## src/rtl/instr_fetch_unit.sv

```systemverilog
// Instruction fetch unit: one outstanding imem read at a time, feeding a DEPTH-entry fetch queue.
// Define FETCH_ALIGN_CHECK_EN to trap misaligned redirects instead of silently aligning them.
module instr_fetch_unit #(
    parameter int           n        = 32,
    parameter int           DEPTH    = 2,
    parameter logic [n-1:0] RESET_PC = '0
) (
    input  logic         clk,
    input  logic         rst,
    input  logic         redirect,
    input  logic [n-1:0] redirect_pc,
    output logic         imem_req,
    output logic [n-1:0] imem_addr,
    input  logic         imem_ack,
    input  logic [n-1:0] imem_rdata,
    output logic         out_valid,
    input  logic         out_ready,
    output logic [n-1:0] out_instr,
    output logic [n-1:0] out_pc,
    output logic         fetch_misaligned
);

    localparam int CW = $clog2(DEPTH);

    typedef enum logic [1:0] {IDLE, BUSY, DROP} state_t;

    state_t         r_state;
    logic [n-1:0]   r_fpc;
    logic           r_req;
    logic [n-1:0]   r_addr;
    logic [CW:0]    r_count;
    logic           r_valid;
    logic           r_mis;
    logic [n-1:0]   r_q_pc    [DEPTH];
    logic [n-1:0]   r_q_instr [DEPTH];

    logic           w_pop;
    logic           w_enq;
    logic [CW:0]    w_count_nxt;
    logic           w_room;
    logic [CW-1:0]  w_wr_idx;
    logic [n-1:0]   w_fpc_inc;
    logic [n-1:0]   w_rpc;
    logic           w_mis;

    always_comb begin
        w_pop       = r_valid && out_ready;
        w_enq       = (r_state == BUSY) && r_req && imem_ack;
        w_count_nxt = r_count + (CW+1)'(w_enq) - (CW+1)'(w_pop);
        // Count includes this cycle's enqueue, so a new request always has a slot waiting.
        w_room      = (w_count_nxt < (CW+1)'(DEPTH));
        w_wr_idx    = CW'(r_count - (CW+1)'(w_pop));
        w_fpc_inc   = r_fpc + n'(4);
`ifdef FETCH_ALIGN_CHECK_EN
        w_rpc       = redirect_pc;
        w_mis       = |redirect_pc[1:0];
`else
        w_rpc       = redirect_pc & ~(n'(3));
        w_mis       = 1'b0;
`endif
    end

    always_ff @(posedge clk) begin
        if (rst) begin
            r_state <= BUSY;
            r_fpc   <= RESET_PC;
            r_req   <= 1'b0;
            r_addr  <= '0;
            r_count <= '0;
            r_valid <= 1'b0;
            r_mis   <= 1'b0;
            for (int unsigned i = 0; i < DEPTH; i++) begin
                r_q_pc[i]    <= '0;
                r_q_instr[i] <= '0;
            end
        end else if (redirect) begin
            r_count <= '0;
            r_valid <= 1'b0;
            r_fpc   <= w_rpc;
            r_mis   <= w_mis;
            if (!r_req || imem_ack) begin
                if (w_mis) begin
                    r_state <= IDLE;
                    r_req   <= 1'b0;
                end else begin
                    r_state <= BUSY;
                    r_req   <= 1'b1;
                    r_addr  <= w_rpc;
                end
            end else begin
                // Request still in flight: keep it on the bus and discard its data later.
                r_state <= DROP;
            end
        end else begin
            if (w_pop) begin
                for (int unsigned i = 0; i + 1 < DEPTH; i++) begin
                    r_q_pc[i]    <= r_q_pc[i+1];
                    r_q_instr[i] <= r_q_instr[i+1];
                end
            end
            if (w_enq) begin
                r_q_pc[w_wr_idx]    <= r_fpc;
                r_q_instr[w_wr_idx] <= imem_rdata;
            end
            r_count <= w_count_nxt;
            r_valid <= (w_count_nxt != '0);
            case (r_state)
                IDLE: begin
                    if (!r_mis && w_room) begin
                        r_state <= BUSY;
                        r_req   <= 1'b1;
                        r_addr  <= r_fpc;
                    end
                end
                BUSY: begin
                    if (!r_req) begin
                        r_req  <= 1'b1;
                        r_addr <= r_fpc;
                    end else if (imem_ack) begin
                        r_fpc <= w_fpc_inc;
                        if (w_room) begin
                            r_addr <= w_fpc_inc;
                        end else begin
                            r_state <= IDLE;
                            r_req   <= 1'b0;
                        end
                    end
                end
                DROP: begin
                    if (imem_ack) begin
                        if (!r_mis && w_room) begin
                            r_state <= BUSY;
                            r_addr  <= r_fpc;
                        end else begin
                            r_state <= IDLE;
                            r_req   <= 1'b0;
                        end
                    end
                end
                default: begin
                    r_state <= IDLE;
                    r_req   <= 1'b0;
                end
            endcase
        end
    end

    assign imem_req         = r_req;
    assign imem_addr        = r_addr;
    assign out_valid        = r_valid;
    assign out_pc           = r_q_pc[0];
    assign out_instr        = r_q_instr[0];
    assign fetch_misaligned = r_mis;

endmodule

```

## config.mk

```make
export PLATFORM = sky130hd
export DESIGN_NAME = instr_fetch_unit
export DESIGN_NICKNAME = d
export VERILOG_FILES = /design/src/rtl/instr_fetch_unit.sv
export SDC_FILE = /design/constraint.sdc
export NUM_CORES = 1
export LEC_CHECK = 0
export ABC_AREA = 1
export CORE_MARGIN = 4
export CORE_UTILIZATION = 45
export CTS_CLUSTER_SIZE = 40
export DETAILED_ROUTE_END_ITERATION = 8
export GPL_ROUTABILITY_DRIVEN = 0
export HOLD_SLACK_MARGIN = 0.12
export PLACE_DENSITY = 0.74
export SLEW_MARGIN = 20
export SYNTH_ARGS = -nofsm -noshare
export SYNTH_HDL_FRONTEND = slang
export SYNTH_SLANG_ARGS = --single-unit
```

## constraint.sdc

```tcl
create_clock -name clk -period 5.5 [get_ports clk]
set_input_delay 0.55 -clock clk [delete_from_list [all_inputs] [get_ports clk]]
set_output_delay 0.55 -clock clk [all_outputs]
set_load 0.02 [all_outputs]
```

==> run summary, run 1 <==
Clock network power share: 35.5%
Clk pin slew, worst setup/hold paths: 0.08 ns
Reg power frac: 48.0%
GR Util All Layers: 19.7%
Yosys top cell area share: 37.7%
Die Wd: 156 µm
CTS tree: built
Area Overhead vs Synth: 23.0%
Max Cap Viol: 0
Seq cells post-synth: 190
Antenna cells: 0
Setup Skew: 0.0112 ns
Vias/cell: 5.16
Register cell area after layout: 5040 µm²
Clock Root Buffer: clkbuf_16
CTS hold repair buffers: 0
Maximum VDD drop: 0.000176 V
Die Area: 24400 µm²
Req. time, crit path: 5.87 ns
Top FF cell, synth: edfxtp_1
Die height: 156 µm
Remaining antenna violation count: 0
Placed cell count: 1548
Clock buffer depth: 2
DRT iter0 DRCs: 921
Setup TNS: 0 ns
R2r endpoint: imem_addr[30]
YS warnings: 0
Count of pins over their slew limit: 0
Most common cell in the netlist: nand2_1
Sequential share of the synthesized area: 51.1%
Final hold slack: 0.496 ns
Routed length per instance: 15.4 µm
Unrepaired setup endpoints after global routing: false
Final period utilization: 64.4%
Clk_lat worst skew: 0.43 ns
GRT overflow: 0
Post-CTS Resized: 0
Syn avg cell area: 8.50 µm²
Post-synth cell types: 35
Cells on worst reg2reg path: 16
Area leader, netlist: edfxtp_1
Final setup violation count: 0
Initial antenna violation count: 0
Most frequent cells after synthesis: nand2_1, inv_1, nor2_1
Hold violation count in the final report: 0
Largest net degree at the start of global routing: 71
Initial Util: 46.4%
DP Wirelength: 16900 µm
First-pass GRT wire length: 38800 µm
Status: completed
Max FO, Critical Path: 31
Hold path start: imem_addr[5]
Site Rows: 53
Hold endpoint: imem_addr[5]
Area of the core: 21300 µm²
Pwr Density: 284 nW/µm²
Combinational Power Share: 16.5%
Internal power: 0.00247 W
H-tree levels: 4
Initial DRT Pass Iterations: 7
Pwr Total: 0.00345 W
CTS Buf Count: 17
Synthesized area: 9870 µm²
Sw Pwr: 0.000981 W
EDFF count, synth: 124
CP Class: in2reg
Max Clk Rate: 282 MHz
Post-CTS Setup Bufs: 0
# fillers: 1899
Async SR Flop Fraction: 0%
Lkg Pwr: 4.75 nW
Slew headroom: 46.1%
Crit path capture type: flop
Hold path cells: 2
Crit path time final: 3.54 ns
Post-Layout Cell Count: 1580
Multi-input gate area: 3910 µm²
Routed wire length: 24400 µm
Input/output buffers: 160
CP Launch Type: input pin
Number of global-route vias before repair: 7717
Worst R2R Start: imem_req
Post-Synthesis Cells: 1162
Final nets: 1364
Flop2flop setup slack: 2.17 ns
Hold Path Class: reg2reg
Worst endpoint data arrival time: 3.91 ns
Area contributors post-synth: edfxtp_1, dfxtp_1, nand2_1, nor2_4, nand3_1
CTS Sinks: 190
Layout cell share with drive strength beyond 1: 9.43%
Switching share of power: 28.4%
Total number of vias: 8146
DRC viols: 0
Ports: 168
Slew at the pin closest to its max-slew limit: 0.808 ns
==> kinds of logic (layout without fill, tap and decap cells) <==
kind of cell / count (synthesis) / after routing / synth area share, %
AOI/OAI and AO/OA: 172 / 172 / 9.16
xor gates and xnor gates: 5 / 5 / 0.444
adders and majority gates: 3 / 3 / 0.380
buffers and inverters: 207 / 346 / 9.58
DFF: 190 / 190 / 51.1
other: 1 / 5 / 0.0380
and+or+nand+nor: 584 / 584 / 29.3
==> power groups by stage <==
stage / Combinational, W / Sequential, W / Clock, W
floorplan: 0.000270 / 0.00175 / 0
global placement: 0.000556 / 0.00168 / 0
detailed placement: 0.000565 / 0.00169 / 0
CTS: 0.000569 / 0.00166 / 0.00125
global route: 0.000626 / 0.00167 / 0.00130
finish: 0.000570 / 0.00166 / 0.00123
==> placed cells by master, fill, tap and decap left out, types with 2 or more instances in the layout <==
cell type        Yosys  layout
nor2_4              60      61
buf_4                7       8
edfxtp_1           124     124
nor2_1             126     125
nand3_1            108     108
ha_1                 3       3
clkinv_2             0       2
o22ai_1              4       4
a21oi_1             42      42
a31oi_1              9       9
inv_2                6       6
xor2_1               5       5
a22o_1               2       2
nand3_2              2       2
nand2_1            252     251
dfxtp_1             66      66
clkinv_8             0       2
clkdlybuf4s50_1      0     159
inv_6                0       4
o2111ai_1            4       4
nand2_2              4       4
clkinv_4             0       2
nand4_1             24      24
o21ai_1              2       2
o211ai_1             2       2
buf_12               6       3
or2_2                3       3
nor3_1               2       2
inv_8                0       2
conb_1               1       5
inv_1              136     136
clkbuf_16            0      17
o21ai_0            107     107
==> state kept, by name, summed over array words and instances, names as in the netlist <==
| name | flops |
|---|---|
| r_q_instr | 64 |
| r_q_pc | 60 |
| imem_addr | 30 |
| r_fpc | 30 |
| r_count | 2 |
| r_state | 2 |
| imem_req | 1 |
| out_valid | 1 |
==> cell type report <==
type                            instances  share of cell area, %
Tap cell                              275                   2.83
Clock inverter                         14                   1.28
Timing Repair Buffer                  171                   14.1
Clock buffer                           18                   3.53
Sequential cell                       190                   41.6
Inverter                              143                   4.42
Multi-Input combinational cell        769                   32.2
==> metal layers <==
layer	wire [µm]	track usage (%)
met5	0	0
met2	10500	29.3
met1	11400	28.8
met3	1930	3.69
met4	642	7.23
==> worst max path at each step <==
stage | slack (ns) | startpoint | end
3_3_place_gp | 1.63 | imem_ack | imem_addr[28]
2_1_floorplan | 1.05 | redirect | r_q_instr[0][0]
6_report | 1.96 | imem_ack | imem_addr[30]
5_1_grt | 1.71 | imem_ack | imem_addr[24]
4_1_cts | 2.01 | imem_ack | imem_addr[30]
3_5_place_dp | 1.55 | imem_ack | imem_addr[26]
==> per-stage QoR <==
step / util [%] / area (µm²) / setup WS (ns)
6_report: 57.0 / 12100 / 1.96
5_1_grt: 57.0 / 12100 / 1.71
4_1_cts: 57.0 / 12100 / 2.01
3_5_place_dp: 54.3 / 11600 / 1.55
3_3_place_gp: 54.3 / 11600 / 1.63
2_1_floorplan: - / 9890 / 1.05
==> critical path: stages <==
cell             delay, ns
clkdlybuf4s50_1       0.56
nand3_2               0.14
nor2_4                0.23
inv_2                 0.11
ha_1                  0.28
inv_1                 0.04
ha_1                  0.18
inv_1                 0.05
nand2_1               0.07
nand2_1               0.13
nand2_1               0.10
nand2_2               0.28
nand3_2               0.56
buf_4                 0.38
nand2_1               0.06
nand2_1               0.05
nor2_1                0.11
Note: power is estimated with default switching activity, not from simulation.
==> run 2: changes to the inputs <==
==> constraint.sdc (replaced) <==
create_clock -name clk -period 3.7 [get_ports clk]
set_input_delay 0.37 -clock clk [delete_from_list [all_inputs] [get_ports clk]]
set_output_delay 0.37 -clock clk [all_outputs]
set_load 0.02 [all_outputs]
==> run 2 against run 1 <==
Clock skew rose by 0.0021 ns. Global-route usage grew 0.33 points. Die area unchanged. Final cell count is 0.25% higher. Via count grew 1.3%. Clock-buffer cell count decreased by 1. Routed wire length is 0.15% lower. Largest cell class unchanged. Core utilization grew 0.23 points. Setup slack got worse by 1.1 ns.
==> run summary, run 2 (synthesis results as in run 1) <==
Crit path time final: 2.81 ns
Most common cell after layout, fill and taps aside: nand2_1
DRC viols: 0 (unchanged)
Met2 usage: 29.6% (+0.29 points)
Met3 GRT Util: 3.74% (+0.055 points)
Site Rows: 53 (unchanged)
Antenna cells: 0 (unchanged)
Clk pin slew, worst setup/hold paths: 0.08 ns (about the same)
Hold violation count in the final report: 0 (unchanged)
Initial antenna violation count: 0 (unchanged)
Most frequent cells in the layout: nand2_1, clkdlybuf4s50_1, inv_1
Pre-CTS WS: 0.520 ns (-1.03 ns)
Flop2flop setup slack: 0.92 ns (-1.25 ns)
Clock network power share: 36.2% (+0.7 points)
Fin util: 57.3% (+0.23 points)
CP Capture Point: imem_addr[2]
Vias/cell: 5.21 (+1.0%)
Worst endpoint data arrival time: 3.18 ns (-0.73 ns)
CP Launch Type: input pin
Input/output buffers: 160 (unchanged)
Final nets: 1368 (+0.29%)
Largest net degree at the start of global routing: 63 (-11%)
Layout cell share with drive strength beyond 1: 9.78% (+0.35 points)
DP Wirelength: 16900 µm (-0.38%)
Clock Root Buffer: clkbuf_16
Post-place instance area: 11600 µm² (+0.26%)
Maximum VDD drop: 0.000317 V (+80%)
# fillers: 1919 (+1.1%)
GR Util All Layers: 20.0% (+0.33 points)
Die Wd: 156 µm (unchanged)
Biggest regs: r_q_instr x64, r_q_pc x60
GRT overflow: 0 (unchanged)
Initial DRT Pass Iterations: 7 (unchanged)
Routed length per instance: 15.4 µm (-0.40%)
Clock buffer depth: 2 (unchanged)
Count of pins over their slew limit: 0 (unchanged)
Ports: 168 (unchanged)
Req. time, crit path: 4.07 ns (-1.80 ns)
Grt met1 use: 29.4% (+0.64 points)
Post-CTS Resized: 0 (unchanged)
Pwr Density: 426 nW/µm² (+50%)
Hold path start: redirect
Hold Path Class: in2reg
Die height: 156 µm (unchanged)
Number of global-route vias before repair: 7763 (+0.60%)
Worst R2R Start: imem_req
Max FFs per register: 64 (unchanged)
Sw Pwr: 0.00145 W (+48%)
First-pass GRT wire length: 39300 µm (+1.2%)
Max FO, Critical Path: 38 (+23%)
Slew headroom: 45.6% (-0.46 points)
Reg power frac: 47.4% (-0.6 points)
CTS Sinks: 190 (unchanged)
Lkg Pwr: 4.77 nW (+0.44%)
CTS hold repair buffers: 0 (unchanged)
Crit path from: imem_ack
R2r endpoint: imem_addr[2]
CP Class: in2reg
CTS tree: built
Die Area: 24400 µm² (unchanged)
CTS Buf Count: 17 (unchanged)
Pwr Total: 0.00519 W (+50%)
Final setup margin: 0.893 ns (-1.06 ns)
Area Overhead vs Synth: 23.5%
Combinational Power Share: 16.4% (about the same)
Area of the core: 21300 µm² (unchanged)
Remaining antenna violation count: 0 (unchanged)
Total number of vias: 8250 (+1.3%)
Switching share of power: 27.9% (-0.46 points)
Final setup violation count: 0 (unchanged)
Setup Skew: 0.0133 ns (+0.00212 ns)
Initial Util: 46.4% (unchanged)
Post-CTS Setup Bufs: 0 (unchanged)
Clk_lat worst skew: 0.43 ns (about the same)
Max Clk Rate: 356 MHz
Cells on worst reg2reg path: 16 (unchanged)
Crit path capture type: flop
Layer with the highest usage: met2
H-tree levels: 4 (unchanged)
Max Cap Viol: 0 (unchanged)
Design Area, Final: 12200 µm² (+0.40%)
Final period utilization: 75.9%
Status: completed
Biggest register: r_q_instr
Routed wire length: 24300 µm (-0.15%)
Unrepaired setup endpoints after global routing: false
Internal power: 0.00374 W (+51%)
DRT iter0 DRCs: 825 (-10%)
Slew at the pin closest to its max-slew limit: 0.815 ns (+0.00686 ns)
==> run 2: stage by stage <==
step	cells	TNS, ns	hold slack, ns
after floorplan	1166	-26.75	0.505
after global placement	1552	0	0.492
after detailed placement	1552	0	0.480
after CTS	1584	0	0.458
after global routing	1584	0	0.496
final	1584	0	0.478
==> run 2: power by group through the flow <==
stage | clock network, W | registers (W) | logic, W
2_1_floorplan | 0 | 0.00260 | 0.000405
6_report | 0.00188 | 0.00246 | 0.000852
5_1_grt | 0.00200 | 0.00247 | 0.000937
4_1_cts | 0.00192 | 0.00246 | 0.000851
3_3_place_gp | 0 | 0.00250 | 0.000831
3_5_place_dp | 0 | 0.00250 | 0.000845
==> run 2: layout make-up <==
cell class                 instances  area (µm²)  share of cell area (%)
clock buffer                      17         425                    3.49
tap                              275         344                    2.82
inverter                         143         537                    4.40
sequential                       190        5040                    41.4
clock inverter                    15         178                    1.46
multi-input combinational        769        3910                    32.1
timing repair buffer             175        1750                    14.3
==> run 2: metal layers <==
layer / vias up / routed length [µm]
met4: 0 / 699
met5: - / 0
met1: 3683 / 11200
met2: 434 / 10400
li1: 4080 / -
met3: 53 / 2090
==> run 2: worst min path at each step <==
stage                         endpoint  slack [ns]  cells past startpoint
after floorplan              r_fpc[13]        0.50                      2
after global placement    imem_addr[5]        0.49                      2
after detailed placement  imem_addr[4]        0.48                      2
after CTS                     r_fpc[3]        0.46                      4
after global routing         r_fpc[11]        0.50                      4
final                        r_fpc[11]        0.48                      4
==> run 2: critical path, stage by stage <==
cell             delay (ns)
clkdlybuf4s50_1        0.54
nand3_2                0.12
nor2_4                 0.27
inv_2                  0.13
ha_1                   0.29
inv_1                  0.04
ha_1                   0.19
nand3_1                0.14
nand2_1                0.15
nand2_1                0.13
nand2_2                0.07
nand3_2                0.07
buf_4                  0.34
inv_2                  0.12
nand2_1                0.07
nand2_1                0.05
nor2_1                 0.10
